### config.mk
export PLATFORM = sky130hd
export DESIGN_NAME = alu_multicycle
export DESIGN_NICKNAME = d
export VERILOG_FILES = /design/src/rtl/alu_multicycle.sv
export SDC_FILE = /design/constraint.sdc
export NUM_CORES = 2
export LEC_CHECK = 0
export ABC_CLOCK_PERIOD_IN_PS = 10000
export CELL_PAD_IN_SITES_DETAIL_PLACEMENT = 1
export CELL_PAD_IN_SITES_GLOBAL_PLACEMENT = 1
export CORE_MARGIN = 3
export CORE_UTILIZATION = 25
export DETAILED_ROUTE_END_ITERATION = 8
export MAX_ROUTING_LAYER = met4
export PLACE_DENSITY_LB_ADDON = 0.05
export SLEW_MARGIN = 10
export SYNTH_ARGS = -nofsm -noshare
export SYNTH_HDL_FRONTEND = slang
export SYNTH_SLANG_ARGS = --single-unit
### constraint.sdc
create_clock -name clk -period 10 [get_ports clk]
set_input_delay 1 -clock clk [delete_from_list [all_inputs] [get_ports clk]]
set_output_delay 1 -clock clk [all_outputs]
set_load 0.02 [all_outputs]
### src/rtl/alu_multicycle.sv
// ============================================================================
// Module   : alu_multicycle
// Purpose  : Registered LEGv8 ALU with NZCV flags, iterative MUL/UMULH/UDIV/SDIV
// Revision : 1.0 - initial release
// ============================================================================
`default_nettype none

module alu_multicycle #(
  parameter int N  = 64,
  parameter int CW = 4
) (
  input  logic          clk,
  input  logic          reset,
  input  logic          start,
  input  logic [N-1:0]  a,
  input  logic [N-1:0]  b,
  input  logic [CW-1:0] ALUControl,
  output logic          ready,
  output logic          busy,
  output logic          done,
  output logic [N-1:0]  result,
  output logic          zero,
  output logic          negative,
  output logic          carry,
  output logic          overflow
);

  localparam int CNTW = $clog2(N + 1);

  localparam logic [CW-1:0] OP_AND   = CW'(4'b0000);
  localparam logic [CW-1:0] OP_ORR   = CW'(4'b0001);
  localparam logic [CW-1:0] OP_ADD   = CW'(4'b0010);
  localparam logic [CW-1:0] OP_SUB   = CW'(4'b0110);
  localparam logic [CW-1:0] OP_NOR   = CW'(4'b1100);
  localparam logic [CW-1:0] OP_MUL   = CW'(4'b1000);
  localparam logic [CW-1:0] OP_UMULH = CW'(4'b1001);
  localparam logic [CW-1:0] OP_UDIV  = CW'(4'b1010);
  localparam logic [CW-1:0] OP_SDIV  = CW'(4'b1011);

  typedef enum logic [1:0] {
    S_IDLE = 2'd0,
    S_MUL  = 2'd1,
    S_DIV  = 2'd2,
    S_SFIX = 2'd3
  } state_t;

  state_t          state_q, state_d;
  logic [CNTW-1:0] cnt_q, cnt_d;
  logic [2*N-1:0]  acc_q, acc_d;
  logic [N-1:0]    opnd_q, opnd_d;
  logic            hi_q, hi_d;
  logic            sdiv_q, sdiv_d;
  logic            neg_q, neg_d;
  logic            bzero_q, bzero_d;
  logic [N-1:0]    result_q, result_d;
  logic            zero_q, zero_d;
  logic            negative_q, negative_d;
  logic            carry_q, carry_d;
  logic            overflow_q, overflow_d;
  logic            done_q, done_d;

  logic            w_fin;
  logic [N-1:0]    w_fin_res;
  logic            w_fin_c;
  logic            w_fin_v;

  // Shift-add step: product register holds {partial high, remaining multiplier}.
  logic [N:0]      w_mul_sum;
  logic [2*N-1:0]  w_mul_next;
  assign w_mul_sum  = {1'b0, acc_q[2*N-1:N]} + (acc_q[0] ? {1'b0, opnd_q} : '0);
  assign w_mul_next = {w_mul_sum, acc_q[N-1:1]};

  // Restoring-division step: accumulator holds {remainder, dividend/quotient}.
  logic [N:0]      w_rem_sh;
  logic [N:0]      w_rem_diff;
  logic [2*N-1:0]  w_div_next;
  assign w_rem_sh   = {acc_q[2*N-1:N], acc_q[N-1]};
  assign w_rem_diff = w_rem_sh - {1'b0, opnd_q};
  assign w_div_next = w_rem_diff[N] ? {w_rem_sh[N-1:0], acc_q[N-2:0], 1'b0}
                                    : {w_rem_diff[N-1:0], acc_q[N-2:0], 1'b1};

  logic [N:0]      w_add;
  logic [N:0]      w_sub;
  logic [N-1:0]    w_a_mag;
  logic [N-1:0]    w_b_mag;
  assign w_add   = {1'b0, a} + {1'b0, b};
  assign w_sub   = {1'b0, a} + {1'b0, ~b} + {{N{1'b0}}, 1'b1};
  assign w_a_mag = a[N-1] ? -a : a;
  assign w_b_mag = b[N-1] ? -b : b;

  always_ff @(posedge clk or posedge reset) begin
    if (reset) begin
      state_q    <= S_IDLE;
      cnt_q      <= '0;
      acc_q      <= '0;
      opnd_q     <= '0;
      hi_q       <= 1'b0;
      sdiv_q     <= 1'b0;
      neg_q      <= 1'b0;
      bzero_q    <= 1'b0;
      result_q   <= '0;
      zero_q     <= 1'b1;
      negative_q <= 1'b0;
      carry_q    <= 1'b0;
      overflow_q <= 1'b0;
      done_q     <= 1'b0;
    end else begin
      state_q    <= state_d;
      cnt_q      <= cnt_d;
      acc_q      <= acc_d;
      opnd_q     <= opnd_d;
      hi_q       <= hi_d;
      sdiv_q     <= sdiv_d;
      neg_q      <= neg_d;
      bzero_q    <= bzero_d;
      result_q   <= result_d;
      zero_q     <= zero_d;
      negative_q <= negative_d;
      carry_q    <= carry_d;
      overflow_q <= overflow_d;
      done_q     <= done_d;
    end
  end

  always_comb begin
    state_d    = state_q;
    cnt_d      = cnt_q;
    acc_d      = acc_q;
    opnd_d     = opnd_q;
    hi_d       = hi_q;
    sdiv_d     = sdiv_q;
    neg_d      = neg_q;
    bzero_d    = bzero_q;
    result_d   = result_q;
    zero_d     = zero_q;
    negative_d = negative_q;
    carry_d    = carry_q;
    overflow_d = overflow_q;
    done_d     = 1'b0;
    w_fin      = 1'b0;
    w_fin_res  = '0;
    w_fin_c    = 1'b0;
    w_fin_v    = 1'b0;

    case (state_q)
      S_IDLE: begin
        if (start) begin
          case (ALUControl)
            OP_MUL, OP_UMULH: begin
              state_d = S_MUL;
              cnt_d   = CNTW'(N);
              acc_d   = {{N{1'b0}}, b};
              opnd_d  = a;
              hi_d    = (ALUControl == OP_UMULH);
            end
            OP_UDIV, OP_SDIV: begin
              state_d = S_DIV;
              cnt_d   = CNTW'(N);
              sdiv_d  = (ALUControl == OP_SDIV);
              bzero_d = (b == '0);
              if (ALUControl == OP_SDIV) begin
                acc_d  = {{N{1'b0}}, w_a_mag};
                opnd_d = w_b_mag;
                neg_d  = a[N-1] ^ b[N-1];
              end else begin
                acc_d  = {{N{1'b0}}, a};
                opnd_d = b;
                neg_d  = 1'b0;
              end
            end
            OP_AND: begin
              w_fin     = 1'b1;
              w_fin_res = a & b;
            end
            OP_ORR: begin
              w_fin     = 1'b1;
              w_fin_res = a | b;
            end
            OP_NOR: begin
              w_fin     = 1'b1;
              w_fin_res = ~(a | b);
            end
            OP_ADD: begin
              w_fin     = 1'b1;
              w_fin_res = w_add[N-1:0];
              w_fin_c   = w_add[N];
              w_fin_v   = (a[N-1] == b[N-1]) && (w_add[N-1] != a[N-1]);
            end
            OP_SUB: begin
              w_fin     = 1'b1;
              w_fin_res = w_sub[N-1:0];
              w_fin_c   = w_sub[N];
              w_fin_v   = (a[N-1] != b[N-1]) && (w_sub[N-1] != a[N-1]);
            end
            default: begin
              w_fin     = 1'b1;
              w_fin_res = b;
            end
          endcase
        end
      end
      S_MUL: begin
        acc_d = w_mul_next;
        cnt_d = cnt_q - CNTW'(1);
        if (cnt_q == CNTW'(1)) begin
          state_d   = S_IDLE;
          w_fin     = 1'b1;
          w_fin_res = hi_q ? w_mul_next[2*N-1:N] : w_mul_next[N-1:0];
        end
      end
      S_DIV: begin
        acc_d = w_div_next;
        cnt_d = cnt_q - CNTW'(1);
        if (cnt_q == CNTW'(1)) begin
          if (sdiv_q) begin
            state_d = S_SFIX;
          end else begin
            state_d   = S_IDLE;
            w_fin     = 1'b1;
            w_fin_res = bzero_q ? '0 : w_div_next[N-1:0];
          end
        end
      end
      default: begin
        // Most-negative / -1 wraps naturally: the magnitude quotient negates to itself.
        state_d   = S_IDLE;
        w_fin     = 1'b1;
        w_fin_res = bzero_q ? '0 : (neg_q ? -acc_q[N-1:0] : acc_q[N-1:0]);
      end
    endcase

    if (w_fin) begin
      result_d   = w_fin_res;
      zero_d     = (w_fin_res == '0);
      negative_d = w_fin_res[N-1];
      carry_d    = w_fin_c;
      overflow_d = w_fin_v;
      done_d     = 1'b1;
    end
  end

  assign busy     = (state_q != S_IDLE);
  assign ready    = ~busy;
  assign done     = done_q;
  assign result   = result_q;
  assign zero     = zero_q;
  assign negative = negative_q;
  assign carry    = carry_q;
  assign overflow = overflow_q;

endmodule

`default_nettype wire

==> impl_summary.md <==
Pwr
Combinational cells account for between 60% and 70% of the total power. The power dissipated by switching net loads is approximately 6.6 mW. Sequential cells account for just over 20% of the total power. The worst-case vdd ir drop is between 0.15 and 0.2 mV. Cell internal power was estimated by the tool at between 4 and 5 mW. For this design the ratio of total power to cell area is approximately 250 nW/um2. The post-route total power is roughly 11 mW. The switching share of total power is between 50% and 60%. The share of total power dissipated in the clock network is between 10% and 20%. The analysis attributes to cell leakage a power of 18.36 nW.

Hold path
The class of the most critical hold timing path is reg -> reg. The critical hold path startpoint is result[4]. Counting instances, the worst hold path has a depth of 1. The worst hold path terminates at result[4].

Drt
The remaining routing DRC violations is 0. The number of search-and-repair iterations in the first detailed-routing pass is 6. The average vias per placed instance is between 6 and 7. The average routed wire per standard cell is 34.32 um.

The detail route stage leaves a number of antenna-violating nets equal to 0. The via count of the routed design is approximately 48000. The routed design has between 200000 and 300000 um of wire. The count of routing violations after the opening detailed-route iteration is 5098.

Synth
The Yosys step of the flow raised 0 warnings. The share of synthesized area occupied by flip-flops and latches is 16.77%. The fraction of registers with async set/reset is 100.0%. In the synthesized netlist the dominant register cell turns out to be dfrtp_1.

Yosys mapped the design onto 108 distinct sky130hd cell types. The number of synthesized flops with an enable pin is 0. The number of nets in the synthesized netlist is about 6300. The mean cell area of the mapped netlist is approximately 7 um2. The cell count after synthesis is around 5800. Counting flops and latches in the post-synthesis netlist gives approximately 270. The post-synthesis instance area is 40760 um2.

GRT
The maximum number of pins on one net before global-route repair is 76. The via count of the first global-routing pass is 46743. The total routing resource utilization after global routing is 32.02%. The number of antenna violations at the first check in global routing is 27. The global-route wire length before repair is roughly 380000 um. The sum of overflow across all layers after global routing is 0.

Cells and area
The final net count is just over 6000. The share of layout cells above drive strength 1 is 5.123%. The area taken by multi-input logic gates is 31200 um2. The layout-stage area growth over the synthesis result is 13.02%. The most common cell after layout, fill and taps aside is nor2_1. The filler cell count is between 15000 and 20000. Registers take 6834 um2. The share of the core filled with cells is between 20 and 30%. The final design instance area without fill is ~46000 um2. The post-layout instance count excluding filler cells is ~7900. The library cells used most frequently in the layout, excluding fill and tap cells, are nor2_1 (585), o21ai_0 (584), a21oi_1 (507).

Critical path
The setup slack of the worst register-to-register path is about 2.8 ns. The worst path arrival time is roughly 8 ns. The class of the most critical setup path is in -> reg.

In this run the critical register-to-register path is launched from acc_q[0]. Along the worst path, the maximum fanout reaches 14. The worst register-to-register path ends at zero. The worst setup path is launched from an input pin. The worst register-to-register path has a depth of 17. The kind of end point of the critical path is a flop. STA puts the critical path data required time at 10.47 ns.

STA
The total count of hold-check failures in the final report came to 0. The worst hold-check slack is about 0.48 ns. The clock skew after layout is roughly 0.025 ns.

The final number of max-transition violations is 0. Subtracting the final worst setup slack from the clock period gives ~7.7 ns. The worst-margin pin slew is roughly 1.4 ns.

Setup repair after global routing left no endpoint under its margin. In the finished design, the share of the clock period the worst path needs comes to roughly 77%. Across all setup checks in the final design, the least slack found is between 2 and 2.5 ns. For this run, the top clock speed supported by timing is roughly 0.13 GHz. The final count of negative-setup-slack endpoints is 0. The setup TNS is 0 ns. The headroom to the max-slew limit is 4.074%.

Clock tree
The CTS H-tree depth is 2. Clock-pin slew was measured on the worst setup and hold paths at 0.06 ns. Counting the buffers created by CTS gives 36. The TritonCTS clock tree is built. The library cell used as clock root buffer is clkbuf_16. The quantity of hold-fixing buffers added after cts is 0. The number of sinks driven by the clock tree is roughly 270. The post-CTS setup repair buffer count is 0. Counting along the longest clock path gives a buffer depth of 3. In this run, post-CTS repair resized a total of 0 instances. For the worst-skew pair, the clock arrives at the later sink with an insertion delay of about 0.57 ns.

Die
The die height is roughly 400 um. The overall die width is between 400 and 500 um. Once the floorplan was initialized, standard cells occupied between 20% and 30% of the core.

The total area inside the core boundary comes to about 160000 um2. The count of standard-cell rows is about 150. In this run the count of I/O pins placed on the die edge is 206. The die covers around 170000 um2.

Flow run
The reported max-cap violation count is 0.

Placement
The count of buffers added on input and output ports is between 200 and 250. The congestion estimate from routability-driven global placement came to 0.9653. The placed instances occupy a cell area of between 40000 and 50000 um2. Before CTS, the worst setup slack after placement is between 1.5 and 2 ns. Counting tap cells, the placed design contains a total of between 7000 and 8000 instances. The HPWL after detailed placement is 217800 um.

Outcome
The run finished with clean final reports.
==> cell usage after synthesis (97+ instances only) <==
cell	number	area [um2]
o221ai_1	144	1261
xnor2_1	249	2181
dfrtp_1	272	6807
ha_1	343	4292
a22oi_1	207	1554
a21oi_1	507	2537
nand2_1	501	1881
clkbuf_1	388	1456
o21ai_0	584	2923
a21o_1	109	818.3
nand3_1	97	485.5
nor3_1	121	605.6
inv_1	313	1175
nor2_1	591	2218
==> worst max-delay path: stages <==
cell and delay (ns):
clkdlybuf4s50_1 0.69, inv_1 0.12, ha_1 0.49, a21oi_1 0.54, o21ai_0 0.24, a211oi_1 1.11, o211ai_1 0.59, a311oi_1 0.58
o311ai_0 0.20, a211oi_1 0.40, o211ai_1 0.30, a2111oi_0 0.78, nand4b_1 0.41, nor4_2 0.34, nand2_1 0.11, o31ai_2 0.25
==> sequential cells by signal (all words and copies together) (netlist names) <==
signal    cells
cnt_q         7
neg_q         1
result       64
state_q       2
opnd_q       64
zero          1
carry         1
sdiv_q        1
overflow      1
acc_q       128
done          1
bzero_q       1
hi_q          1
==> cell type report <==
type                    instances  share of cell area, %
multi-input cells            4761                  67.74
diodes                         14                0.07606
clock inverters                 5                 0.1087
clock buffers                  52                  2.263
inverters                     318                  2.608
repair buffers                330                  6.503
well taps                    2160                  5.867
flip-flops and latches        273                  14.84
==> kinds of logic after synthesis <==
logic type,after synthesis,share of synthesized area (%)
muxes,102,2.542
adders and majority gates,347,10.73
DFF,273,16.77
buffers and inverters,763,7.122
and+or+nand+nor,1750,20.14
xor gates and xnor gates,333,7.156
AOI/OAI and AO/OA,2229,35.55
==> how the worst max path moves through the flow <==
stage                      from  endpoint  slack (ns)  depth (start not counted)
after detailed placement   b[6]      zero        1.74                         16
after global placement     b[6]      zero        1.88                         16
after global routing       b[6]      zero        2.02                         16
after floorplan           reset  acc_q[0]        1.48                          1
after CTS                  b[6]      zero        2.33                         16
final                      b[6]      zero        2.30                         16
==> metal layers <==
metal	track usage, %	share of wire (%)	wire (um)
met4	6.556	2.3	6165
met2	44.94	41	111400
met1	47.85	49	133600
met3	4.740	7.5	20360
met5	-	0	0
==> power groups by stage <==
stage	sequential (mW)	combinational (mW)	clock (mW)
final	2.31	7.83	1.30
after global routing	2.37	8.45	1.37
after CTS	2.29	7.74	1.33
after detailed placement	2.30	7.70	0
after global placement	2.30	7.68	0
after floorplan	2.00	4.85	0
(Power assumes the default switching activity.)
